$ cat src/rtl/vram_write_arbiter.sv
// vram_write_arbiter: two-requester pixel write arbiter in front of a
// single-port VRAM, with a full-screen colour fill after reset or on request.
// Optional feature: define VRAM_ARB_DEDUP_EN to skip rewriting a pixel that a
// requester has just written with the same colour.
module vram_write_arbiter #(
    parameter int DISPLAY_WIDTH  = 240,
    parameter int DISPLAY_HEIGHT = 320,
    parameter int VRAM_W         = 16,
    parameter int ADDR_W         = $clog2(DISPLAY_WIDTH * DISPLAY_HEIGHT)
) (
    input  logic              clk,
    input  logic              rstb,
    input  logic              clear_req,
    input  logic [VRAM_W-1:0] clear_color,
    input  logic              req0_valid,
    input  logic [8:0]        req0_x,
    input  logic [8:0]        req0_y,
    input  logic [VRAM_W-1:0] req0_color,
    output logic              req0_ready,
    input  logic              req1_valid,
    input  logic [8:0]        req1_x,
    input  logic [8:0]        req1_y,
    input  logic [VRAM_W-1:0] req1_color,
    output logic              req1_ready,
    output logic              wr_ena,
    output logic [ADDR_W-1:0] wr_addr,
    output logic [VRAM_W-1:0] wr_data,
    output logic              clearing,
    output logic              dropped
);

    localparam int                NPIX      = DISPLAY_WIDTH * DISPLAY_HEIGHT;
    localparam logic [ADDR_W-1:0] LAST_ADDR = ADDR_W'(NPIX - 1);
    localparam logic [31:0]       DW        = 32'(DISPLAY_WIDTH);
    localparam logic [31:0]       DH        = 32'(DISPLAY_HEIGHT);

    typedef enum logic {
        S_CLEARING = 1'b0,
        S_ACTIVE   = 1'b1
    } state_e;

    state_e              state_q, state_d;
    logic [ADDR_W-1:0]   cnt_q, cnt_d;
    logic [VRAM_W-1:0]   clr_color_q, clr_color_d;
    logic                rr_q, rr_d;        // 1: req1 wins a tie
    logic                wr_ena_q, wr_ena_d;
    logic [ADDR_W-1:0]   wr_addr_q, wr_addr_d;
    logic [VRAM_W-1:0]   wr_data_q, wr_data_d;
    logic                dropped_q, dropped_d;

    logic                gnt1;              // selected requester index
    logic                accept;
    logic [8:0]          sel_x, sel_y;
    logic [VRAM_W-1:0]   sel_color;
    logic [ADDR_W-1:0]   sel_addr;
    logic                in_range;
    logic                dup_hit;

    // Arbitration, pixel selection and address generation.
    always_comb begin
        gnt1      = req1_valid & (~req0_valid | rr_q);
        accept    = (state_q == S_ACTIVE) & ~clear_req & (req0_valid | req1_valid);
        sel_x     = gnt1 ? req1_x : req0_x;
        sel_y     = gnt1 ? req1_y : req0_y;
        sel_color = gnt1 ? req1_color : req0_color;
        in_range  = (32'(sel_x) < DW) && (32'(sel_y) < DH);
        sel_addr  = ADDR_W'(sel_y) * ADDR_W'(DISPLAY_WIDTH) + ADDR_W'(sel_x);
    end

    assign req0_ready = accept & ~gnt1;
    assign req1_ready = accept & gnt1;

`ifdef VRAM_ARB_DEDUP_EN
    logic [1:0]                   seen_vld_q, seen_vld_d;
    logic [1:0][ADDR_W-1:0]       seen_addr_q, seen_addr_d;
    logic [1:0][VRAM_W-1:0]       seen_color_q, seen_color_d;

    assign dup_hit = seen_vld_q[gnt1] && (seen_addr_q[gnt1] == sel_addr)
                     && (seen_color_q[gnt1] == sel_color);

    // Per-requester memory of the last pixel written; forgotten by any fill.
    always_comb begin
        seen_vld_d   = seen_vld_q;
        seen_addr_d  = seen_addr_q;
        seen_color_d = seen_color_q;
        if (state_q == S_CLEARING || clear_req) begin
            seen_vld_d = '0;
        end else if (accept && in_range && !dup_hit) begin
            seen_vld_d[gnt1]   = 1'b1;
            seen_addr_d[gnt1]  = sel_addr;
            seen_color_d[gnt1] = sel_color;
        end
    end

    // Dedup registers.
    // NOTE: only the valid bits need a reset; address/colour are ignored until valid.
    always_ff @(posedge clk or negedge rstb) begin
        if (!rstb) begin
            seen_vld_q <= '0;
        end else begin
            seen_vld_q <= seen_vld_d;
        end
    end

    // Stored address/colour, qualified by seen_vld_q.
    always_ff @(posedge clk) begin
        seen_addr_q  <= seen_addr_d;
        seen_color_q <= seen_color_d;
    end
`else
    assign dup_hit = 1'b0;
`endif

    // Next-state logic: fill sequencing, pixel acceptance and write generation.
    // NOTE: every output of this block gets a default first so no latch is inferred.
    always_comb begin
        state_d     = state_q;
        cnt_d       = cnt_q;
        clr_color_d = clr_color_q;
        rr_d        = rr_q;
        wr_ena_d    = 1'b0;
        wr_addr_d   = wr_addr_q;
        wr_data_d   = wr_data_q;
        dropped_d   = 1'b0;
        case (state_q)
            S_CLEARING: begin
                wr_ena_d  = 1'b1;
                wr_addr_d = cnt_q;
                wr_data_d = clr_color_q;
                if (cnt_q == '0) begin
                    state_d = S_ACTIVE;
                    cnt_d   = LAST_ADDR;
                end else begin
                    cnt_d = cnt_q - 1'b1;
                end
            end
            S_ACTIVE: begin
                if (clear_req) begin
                    state_d     = S_CLEARING;
                    cnt_d       = LAST_ADDR;
                    clr_color_d = clear_color;
                end else if (accept) begin
                    rr_d = ~gnt1;
                    if (!in_range) begin
                        dropped_d = 1'b1;
                    end else if (!dup_hit) begin
                        wr_ena_d  = 1'b1;
                        wr_addr_d = sel_addr;
                        wr_data_d = sel_color;
                    end
                end
            end
            default: state_d = S_CLEARING;
        endcase
    end

    // State and output registers; reset aborts any fill or write at once.
    // NOTE: sequential state uses non-blocking assignments so all registers update together.
    always_ff @(posedge clk or negedge rstb) begin
        if (!rstb) begin
            state_q     <= S_CLEARING;
            cnt_q       <= LAST_ADDR;
            clr_color_q <= '0;
            rr_q        <= 1'b0;
            wr_ena_q    <= 1'b0;
            wr_addr_q   <= '0;
            wr_data_q   <= '0;
            dropped_q   <= 1'b0;
        end else begin
            state_q     <= state_d;
            cnt_q       <= cnt_d;
            clr_color_q <= clr_color_d;
            rr_q        <= rr_d;
            wr_ena_q    <= wr_ena_d;
            wr_addr_q   <= wr_addr_d;
            wr_data_q   <= wr_data_d;
            dropped_q   <= dropped_d;
        end
    end

    assign wr_ena   = wr_ena_q;
    assign wr_addr  = wr_addr_q;
    assign wr_data  = wr_data_q;
    assign dropped  = dropped_q;
    assign clearing = (state_q == S_CLEARING);

endmodule

$ cat config.mk
export PLATFORM = sky130hd
export DESIGN_NAME = vram_write_arbiter
export DESIGN_NICKNAME = d
export VERILOG_FILES = /design/src/rtl/vram_write_arbiter.sv
export SDC_FILE = /design/constraint.sdc
export NUM_CORES = 1
export LEC_CHECK = 0
export CAP_MARGIN = 5
export CORE_MARGIN = 1
export CORE_UTILIZATION = 25
export CTS_CLUSTER_SIZE = 30
export DETAILED_ROUTE_END_ITERATION = 8
export DONT_BUFFER_PORTS = 1
export HOLD_SLACK_MARGIN = 0.02
export SLEW_MARGIN = 20
export SYNTH_ARGS = -nofsm -noshare
export SYNTH_HDL_FRONTEND = slang
export SYNTH_SLANG_ARGS = --single-unit
$ cat constraint.sdc
create_clock -name clk -period 4.2 [get_ports clk]
set_input_delay 0.84 -clock clk [delete_from_list [all_inputs] [get_ports clk]]
set_output_delay 0.84 -clock clk [all_outputs]
set_load 0.02 [all_outputs]
==> results by group <==
Place
  – GP Congestion: 0.807
  – IO buf count: 0
  – Placed cell count: 798
  – Detailed placer's ending HPWL: 8930 um

Clocking
  – Clk slew on worst S/H paths: 60 ps
  – Number of CTS-inserted buffers: 9
  – Max Buffers Root-to-Sink: 2
  – Clock Sinks: 70
  – Post-CTS Hold Buffers: 0
  – CTS tree: yes
  – Clk_lat worst skew: 330 ps
  – CTS root buf: clkbuf_16
  – H-tree depth reported by CTS: 3

Critical path
  – Critical path endpoint category: register
  – Setup crit start: req0_valid
  – CP Max Fanout: 4
  – Req. time, crit path: 4410 ps
  – Crit Path Class: in -> reg
  – Crit Reg-Reg Startpoint: rr_q
  – Type of origin of the critical path: input pin
  – Arrival time worst endpoint: 4360 ps

STA
  – Unrepaired setup endpoints after global routing: yes
  – Final hold viol count: 0
  – Hold WS: 200 ps
  – Worst rel slew slack: 0.448
  – Shortest period the worst path allows: 4150 ps
  – Setup Skew: 5.43 ps
  – Worst Max-Slew Pin Slew: 821 ps
  – Final worst-path cycle share: 0.988
  – F_max: 241 MHz
  – Max-slew violations: 0
  – Final setup viols: 0

Layout
  – Layout cells sized above 1: 0.314
  – Area grow syn2layout: 28.1%
  – Finished Layout Cells: 818
  – Final Util: 0.329
  – N_diodes: 0
  – Nets@finish: 678
  – Fillers: 1922

GRT
  – Largest net degree at the start of global routing: 71
  – First-pass GRT wire length: 18200 um
  – Global route overflow: 0
  – Total GRT Usage: 0.117
  – Initial antenna violation count: 0
  – Number of global-route vias before repair: 3631

Power and ir drop
  – Cell leakage power: 2.72 nW
  – Power per Cell Area: 688 mW/mm2
  – Peak VDD IR: 0.000256 V

Routing
  – Routed len/inst: 14.3 um
  – Via Count: 3716
  – Post-Route WL: 11700 um
  – Routed vias/inst: 4.54
  – Initial DRT Pass Iterations: 5
  – Drt drc: 0
  – Routed Antenna Nets: 0
  – Initial DRC count: 146

Die
  – Die Area: 0.0199 mm2
  – Die Ht: 141 um
  – Core Footprint: 0.0188 mm2
  – Initial core utilization: 0.257
  – Io pins: 127
  – Die span in x: 141 um
  – Row count: 50

Synth
  – Sequential cell area fraction in the yosys report: 0.366
  – Syn nets: 627
  – Post-synth top area cell: dfrtp_1
  – Post-synth ARST share: 1.00
  – Syn. warnings: 0
  – Mapped Avg Cell Area: 9.63 um2
  – Seq cells post-synth: 70
  – Syn Inst Count: 502
  – Unique masters post-synth: 53
  – Top post-synthesis cells by area: dfrtp_1 (30%), mux2_2 (9.8%), dfstp_2 (7.1%)
  – EDFF count, synth: 0
  – Most used DFF post-synth: dfrtp_1
  – Top cell type's share of synthesized area: 0.295
  – Netlist Area Pre-Place: 0.00483 mm2

Outcome
  – Run status: finished clean

Job
  – Max-Cap Viols: 0

Worst hold path
  – Worst min path class: in -> async
==> cell usage in the layout, fill, tap and decap left out, types with 13 or more instances in the layout <==
cell type  instances
inv_1             35
mux2i_1           27
buf_4             51
nor2_1            44
ha_1              19
dfrtp_1           56
a21oi_1           37
xnor2_1           18
o21ai_0           16
dfstp_2           13
nand2_1           34
mux2_2            41
==> synth_stat cells, types with 2 or more instances <==
cell type	count
a2bb2oi_1	2
nand3_1	5
o21ai_0	21
or3_1	5
o22ai_1	2
a2111oi_0	2
and3_1	6
buf_2	3
nor2_1	45
inv_1	39
mux2i_1	33
a211oi_1	3
a31oi_1	2
o21bai_1	2
xor2_1	11
a21o_1	7
mux2_2	42
o21ai_1	2
nor3_1	11
xnor2_1	20
nand2b_1	3
nor4_1	5
ha_1	25
a21oi_1	40
fa_1	11
nor2b_1	6
nand3b_1	2
nand4_1	3
and2_1	3
clkbuf_1	11
nand2_1	37
buf_1	2
dfstp_2	13
a221o_1	3
dfrtp_1	57
==> sequential cells by signal, indices dropped and copies added (netlist names) <==
signal       count
dropped          1
cnt_q           17
wr_addr         17
clr_color_q     16
state_q          1
rr_q             1
wr_data         16
wr_ena           1
==> metal layers <==
layer / up-vias / GRT usage / share of wire
met5: - / 0 / 0
li1: 1848 / - / -
met4: 0 / 0.0286 / 0.0070
met2: 54 / 0.208 / 0.52
met1: 1808 / 0.141 / 0.43
met3: 6 / 0.0262 / 0.035
==> critical path, stage by stage <==
cell and delay (ps):
inv_8 10, o21ai_4 170, buf_12 150, mux2i_4 230, inv_2 70, fa_1 580, ha_4 230, xnor2_4 180
inv_2 50, fa_2 360, nand2b_4 160, a211oi_4 300, or3_1 170, nand4_1 150, buf_4 210, nor3_4 110
xnor2_1 80, a221o_1 290
==> final cells by class <==
cell class | instances | area [um2] | share of cell area
clock inverters | 4 | 30.0 | 0.00485
well taps | 260 | 325 | 0.0526
repair buffers | 57 | 494 | 0.0798
multi-input cells | 375 | 3150 | 0.508
clock buffers | 12 | 267 | 0.0431
inverters | 40 | 158 | 0.0255
flip-flops and latches | 70 | 1770 | 0.286
==> kinds of logic after synthesis <==
kind of cell,share of synthesized area
xor gates and xnor gates,0.0562
DFF,0.366
buffers and inverters,0.0458
and+or+nand+nor,0.134
adders and majority gates,0.112
muxes,0.169
AOI/OAI and AO/OA,0.117
==> final timing paths <==
| check | end | slack (ps) | depth (start not counted) |
|---|---|---|---|
| worst max-delay path | wr_addr[15] | 50 | 18 |
| worst min-delay path | wr_data[7] | 200 | 0 |
| worst max register to register | wr_addr[15] | 170 | 17 |
| worst min register to register | clr_color_q[2] | 500 | 1 |
| max in group asynchronous | cnt_q[3] | 3770 | 0 |
| min in group clk | clr_color_q[2] | 500 | 1 |
==> timing repair <==
item,4_1_cts,5_1_grt
pin swaps,0,21
buffers inserted,0,4
resized for setup,1,29
endpoints found under the setup margin,1,7
==> power by group <==
group | internal, W | switching, W
logic | 0.00127 | 0.00115
registers | 0.000862 | 0.000246
clock network | 0.000449 | 0.000286
total | 0.00258 | 0.00168
==> through the flow <==
| step | worst slack (ps) | cell area, um2 | power (W) | TNS [ps] |
|---|---|---|---|---|
| final | 50.8 | 6190 | 0.00426 | 0 |
| after global routing | -145 | 6190 | 0.00460 | -470 |
| after CTS | 10.7 | 5990 | 0.00403 | 0 |
| after detailed placement | -346 | 5690 | 0.00326 | -1750 |
| after global placement | -294 | 5690 | 0.00326 | -1660 |
| after floorplan | -374 | 5010 | 0.00254 | -1520 |
No activity file was read; power rests on OpenSTA's default activity.
